<file path="src/rtl/mem_port_arbiter.sv">
`timescale 1ns/1ps
// Unified instruction/data memory sequencer: round-robin arbitration between the
// CPU datapath (id 0) and the loader/debug port (id 1), fixed-latency access.
module mem_port_arbiter #(
  parameter int unsigned ADDR_W      = 32,
  parameter int unsigned DATA_W      = 32,
  parameter int unsigned MEM_LATENCY = 1
) (
  input  logic              clk,
  input  logic              reset,
  input  logic              cpu_req,
  input  logic              cpu_we,
  input  logic [ADDR_W-1:0] cpu_addr,
  input  logic [DATA_W-1:0] cpu_wdata,
  output logic              cpu_ack,
  output logic              cpu_err,
  output logic [DATA_W-1:0] cpu_rdata,
  output logic              cpu_stall,
  input  logic              ld_req,
  input  logic              ld_we,
  input  logic [ADDR_W-1:0] ld_addr,
  input  logic [DATA_W-1:0] ld_wdata,
  output logic              ld_ack,
  output logic              ld_err,
  output logic [DATA_W-1:0] ld_rdata,
  output logic              mem_en,
  output logic              mem_we,
  output logic [ADDR_W-1:0] mem_addr,
  output logic [DATA_W-1:0] mem_wdata,
  input  logic [DATA_W-1:0] mem_rdata,
  output logic              busy
);

  typedef enum logic [1:0] { IDLE, BUSY, DONE } state_t;

  localparam logic [3:0] CNT_LOAD = 4'(MEM_LATENCY - 1);

  state_t            state_q, state_d;
  logic [3:0]        cnt_q, cnt_d;
  logic              we_q, we_d;
  logic              gnt_q, gnt_d;
  logic              last_q, last_d;
  logic              err_q, err_d;
  logic [DATA_W-1:0] rdata_q, rdata_d;
  logic [ADDR_W-1:0] addr_q, addr_d;
  logic [DATA_W-1:0] wdata_q, wdata_d;

  logic              sel;
  logic              sel_we;
  logic [ADDR_W-1:0] sel_addr;
  logic [DATA_W-1:0] sel_wdata;

  // On a tie the requester that did not win last time is chosen.
  always_comb begin
    sel       = (cpu_req && ld_req) ? ~last_q : ld_req;
    sel_we    = sel ? ld_we    : cpu_we;
    sel_addr  = sel ? ld_addr  : cpu_addr;
    sel_wdata = sel ? ld_wdata : cpu_wdata;
  end

  always_comb begin
    state_d = state_q;
    cnt_d   = cnt_q;
    we_d    = we_q;
    gnt_d   = gnt_q;
    last_d  = last_q;
    err_d   = err_q;
    rdata_d = rdata_q;
    addr_d  = addr_q;
    wdata_d = wdata_q;
    unique case (state_q)
      IDLE: begin
        if (cpu_req || ld_req) begin
          gnt_d   = sel;
          we_d    = sel_we;
          addr_d  = sel_addr;
          wdata_d = sel_wdata;
          if (sel_addr[1:0] != 2'b00) begin
            // rdata is cleared on the way into DONE so it reads 0 with the ack
            err_d   = 1'b1;
            rdata_d = '0;
            state_d = DONE;
          end else begin
            err_d   = 1'b0;
            cnt_d   = CNT_LOAD;
            state_d = BUSY;
          end
        end
      end
      BUSY: begin
        if (cnt_q == 4'd0) begin
          if (!we_q) rdata_d = mem_rdata;
          state_d = DONE;
        end else begin
          cnt_d = cnt_q - 4'd1;
        end
      end
      DONE: begin
        last_d  = gnt_q;
        state_d = IDLE;
      end
      default: state_d = IDLE;
    endcase
  end

  always_ff @(posedge clk) begin
    if (reset) begin
      state_q <= IDLE;
      cnt_q   <= '0;
      we_q    <= 1'b0;
      gnt_q   <= 1'b0;
      last_q  <= 1'b1;
      err_q   <= 1'b0;
      rdata_q <= '0;
      addr_q  <= '0;
      wdata_q <= '0;
    end else begin
      state_q <= state_d;
      cnt_q   <= cnt_d;
      we_q    <= we_d;
      gnt_q   <= gnt_d;
      last_q  <= last_d;
      err_q   <= err_d;
      rdata_q <= rdata_d;
      addr_q  <= addr_d;
      wdata_q <= wdata_d;
    end
  end

  // The counter holds its load value only in the first BUSY cycle.
  assign mem_en    = (state_q == BUSY);
  assign mem_we    = (state_q == BUSY) && we_q && (cnt_q == CNT_LOAD);
  assign mem_addr  = addr_q;
  assign mem_wdata = wdata_q;
  assign busy      = (state_q != IDLE);

  assign cpu_ack   = (state_q == DONE) && !gnt_q;
  assign ld_ack    = (state_q == DONE) &&  gnt_q;
  assign cpu_err   = cpu_ack && err_q;
  assign ld_err    = ld_ack  && err_q;
  assign cpu_rdata = rdata_q;
  assign ld_rdata  = rdata_q;
  assign cpu_stall = cpu_req && !cpu_ack;

endmodule

</file>
<file path="config.mk">
export PLATFORM = sky130hd
export DESIGN_NAME = mem_port_arbiter
export DESIGN_NICKNAME = d
export VERILOG_FILES = /design/src/rtl/mem_port_arbiter.sv
export SDC_FILE = /design/constraint.sdc
export NUM_CORES = 1
export LEC_CHECK = 0
export CORE_ASPECT_RATIO = 1.2
export CORE_MARGIN = 2
export CORE_UTILIZATION = 34
export DETAILED_ROUTE_END_ITERATION = 10
export PLACE_DENSITY = 0.77
export SLEW_MARGIN = 5
export SYNTH_ARGS = -nofsm -noshare
export SYNTH_HDL_FRONTEND = slang
export SYNTH_SLANG_ARGS = --single-unit
</file>
<file path="constraint.sdc">
create_clock -name clk -period 1.5 [get_ports clk]
set_input_delay 0.15 -clock clk [delete_from_list [all_inputs] [get_ports clk]]
set_output_delay 0.15 -clock clk [all_outputs]
set_load 0.02 [all_outputs]
</file>
==> metrics.csv <==
metric;value;unit
fin_nets;1003;
tns;-7.31;ns
period_minus_slack;1.73;ns
finalHoldViolCount;0;
drt_iter0_markers;177;
status;finished, violations left;
synth_seq_cells;106;
multi_input_area;2800;um2
rows;48;
layout-drive-gt1-share;22.9;%
cts-root-buf;clkbuf_16;
min_period_over_period;116;%
powerDensity;1190;nW/um2
p_sw;3850;uW
syn_to_final_growth;94.2;%
max_freq;576;MHz
ys_warn_count;0;
cts_buffer_depth;2;
p_int;7560;uW
antenna_found_initial;0;
cts_tree;built;
slew_headroom;81.6;%
port_buffers;301;
violations;negative setup slack;
switching_share;33.8;%
path_class;register to register;
wl_per_cell;17.5;um
rsz0062_at_grt;yes;
async_reset_ff_share;0;%
seq_area_frac_synth;42.9;%
synth_edf_count;0;
clock_sinks;106;
ant_nets;0;
syn_avg_cell_area;9.47;um2
synth_fa_ha_area_share;0.505;%
antennaDiodeCount;0;
synth_nets;691;
dr.pass1.iters;6;
vdd_drop_max;711;uV
start_kind;register;
dp_hpwl;12.1;mm
grt_pass1_wl;25.2;mm
synthMuxAreaShare;20.0;%
synth-main-ff-cell;dfxtp_1;
worst_slack;-0.235;ns
drt_wl_total;17.8;mm
syn_area;4950;um2
drv_cap;0;
cp-end-kind;register;
insertion_delay;0.34;ns
grt_pass1_vias;4967;
vias_per_cell;4.94;
drv_slew;0;
tightest_slew;0.268;ns
cts_buffers;9;
regArea;2130;um2
p_clk_share;20.9;%
cts.htree.levels;3;
synth_xor_xnor_area_share;0;%
combPwrFrac;48.1;%
worst_path_largest_cell_delay;0.39;ns
synth_compound_area_share;12.0;%
fin_skew;0.0134;ns
p_leak;0.00477;uW
synthesis.instances;523;
gp_congestion;0.825;
drc;0;
vias;5012;
core-area;14300;um2
crit_fanout;3;
seqPwrFrac;31.0;%
crit_chain;inv_2 -> ha_4 -> or3b_4 -> buf_4 -> buf_6 -> a2bb2oi_4 -> buf_6 -> buf_4 -> o32ai_2;
grt_max_degree;58;
cp_slowest_cell;or3b_4;
dieArea;15500;um2
pre_cts_slack;-0.434;ns
arrival;1.96;ns
grt_util_all_layers;20.6;%
synth-simple-area-share;15.1;%
hold_class;input port to register;
die_w;114;um
start_util;34.6;%
chipHeight;136;um
synth_top_family_by_area;multiplexers;
crit_required;1.73;ns
io_pins;302;
n_fill_cell;1079;
setup_viol;42;
grt_overflow;0;
clk_pin_slew_worst_paths;0.07;ns
synth.distinct_cells;34;
-- final timing paths --
kind | from | to | slack, ns | depth (start not counted)
setup reg to reg | cnt_q[1]$_SDFFE_PP0P_ | cnt_q[0]$_SDFFE_PP0P_ | -0.23 | 9
hold / removal | reset | state_q[1]$_SDFFE_PP0P_ | 0.06 | 2
hold reg to reg | cpu_rdata[11]$_SDFFE_PP0P_ | cpu_rdata[11]$_SDFFE_PP0P_ | 0.49 | 2
setup / recovery | cnt_q[1]$_SDFFE_PP0P_ | cnt_q[0]$_SDFFE_PP0P_ | -0.23 | 9
-- cells in the final DEF (no fill, tap or decap), drive strengths merged, types with 2 or more instances in the layout --
cell           instances
a211oi                65
a31oi                  2
dlymetal6s2s          65
nand2                 40
nor2b                  2
clkinv                 2
inv                    5
mux2i                 99
clkdlybuf4s50        215
dfxtp                106
nand2b                35
ha                     2
clkbuf                16
a21oi                  4
dlygate4sd2           12
nor2                  73
or3                    2
buf                   76
and2                   2
nand3                  3
-- power by group through the flow --
| stage | sequential (uW) | combinational [uW] | clock, uW |
|---|---|---|---|
| global route | 3590 | 5800 | 2550 |
| detailed placement | 3560 | 4110 | 0 |
| floorplan | 4020 | 1700 | 0 |
| CTS | 3510 | 4870 | 2420 |
| global placement | 3540 | 4020 | 0 |
| finish | 3540 | 5490 | 2380 |
-- metrics by stage --
step	area, um2	util (%)	total power, uW	hold slack (ns)	instances
floorplan	4970	-	5710	0.289	523
global placement	8190	57.3	7560	0.435	967
detailed placement	8190	57.3	7670	0.430	967
CTS	8910	62.4	10800	0.0637	1004
global route	9610	67.3	11900	0.0534	1015
finish	9610	67.3	11400	0.0625	1015
-- synth_stat cells, types with 2 or more instances --
library cell | instances | area [um2]
nand2_1 | 40 | 150
buf_4 | 38 | 285
a211oi_1 | 65 | 488
nand3_1 | 3 | 15.0
nor2b_1 | 2 | 12.5
inv_1 | 4 | 15.0
a31oi_1 | 2 | 12.5
and2_1 | 2 | 12.5
or3_1 | 2 | 12.5
a21oi_1 | 4 | 20.0
dfxtp_1 | 106 | 2120
ha_1 | 2 | 25.0
clkbuf_1 | 14 | 52.6
buf_6 | 4 | 45.0
mux2i_1 | 99 | 991
buf_2 | 14 | 70.1
nor2_1 | 71 | 267
nand2b_1 | 35 | 219
-- critical path: cells and delay by family (launching register included) --
kind / cells / cell delay (ns)
buffers and inverters: 5 / 0.55
AND/OR/NAND/NOR: 1 / 0.39
flip-flops: 1 / 0.33
AO/OA/AOI/OAI: 2 / 0.21
adder cells (fa/ha/maj): 1 / 0.14
-- cell families after synthesis --
family / Yosys count
multiplexers: 99
AO/OA/AOI/OAI: 78
adder cells (fa/ha/maj): 2
buffers and inverters: 76
AND/OR/NAND/NOR: 162
flip-flops: 106
-- cell type report --
class / instances / area share, %
Multi-Input combinational cell: 341 / 29.1
Clock buffer: 12 / 2.56
Sequential cell: 106 / 22.1
Tap cell: 175 / 2.28
Clock inverter: 4 / 0.534
Timing Repair Buffer: 372 / 43.2
Inverter: 5 / 0.195
-- routing by layer --
metal  up-vias  track usage (%)  wire length [um]
li1       2419                -                 -
met1      2364             22.3              6600
met2       206             38.9              9690
met3        23             5.66              1210
met4         0             5.76               304
met5         -                0                 0
-- repair_timing --
action,in CTS,in global routing
gates resized for setup,84,157
pin swaps,14,57
hold buffers,0,0
endpoints found under the setup margin,114,174
buffers inserted,13,7
cloned,8,4
-- sequential cells by signal (all words and copies together) (netlist names) --
register and flops:
cpu_rdata 32, mem_addr 32, mem_wdata 32, cnt_q 4
state_q 2, err_q 1, gnt_q 1, last_q 1
we_q 1
No activity file was read; power rests on OpenSTA's default activity.
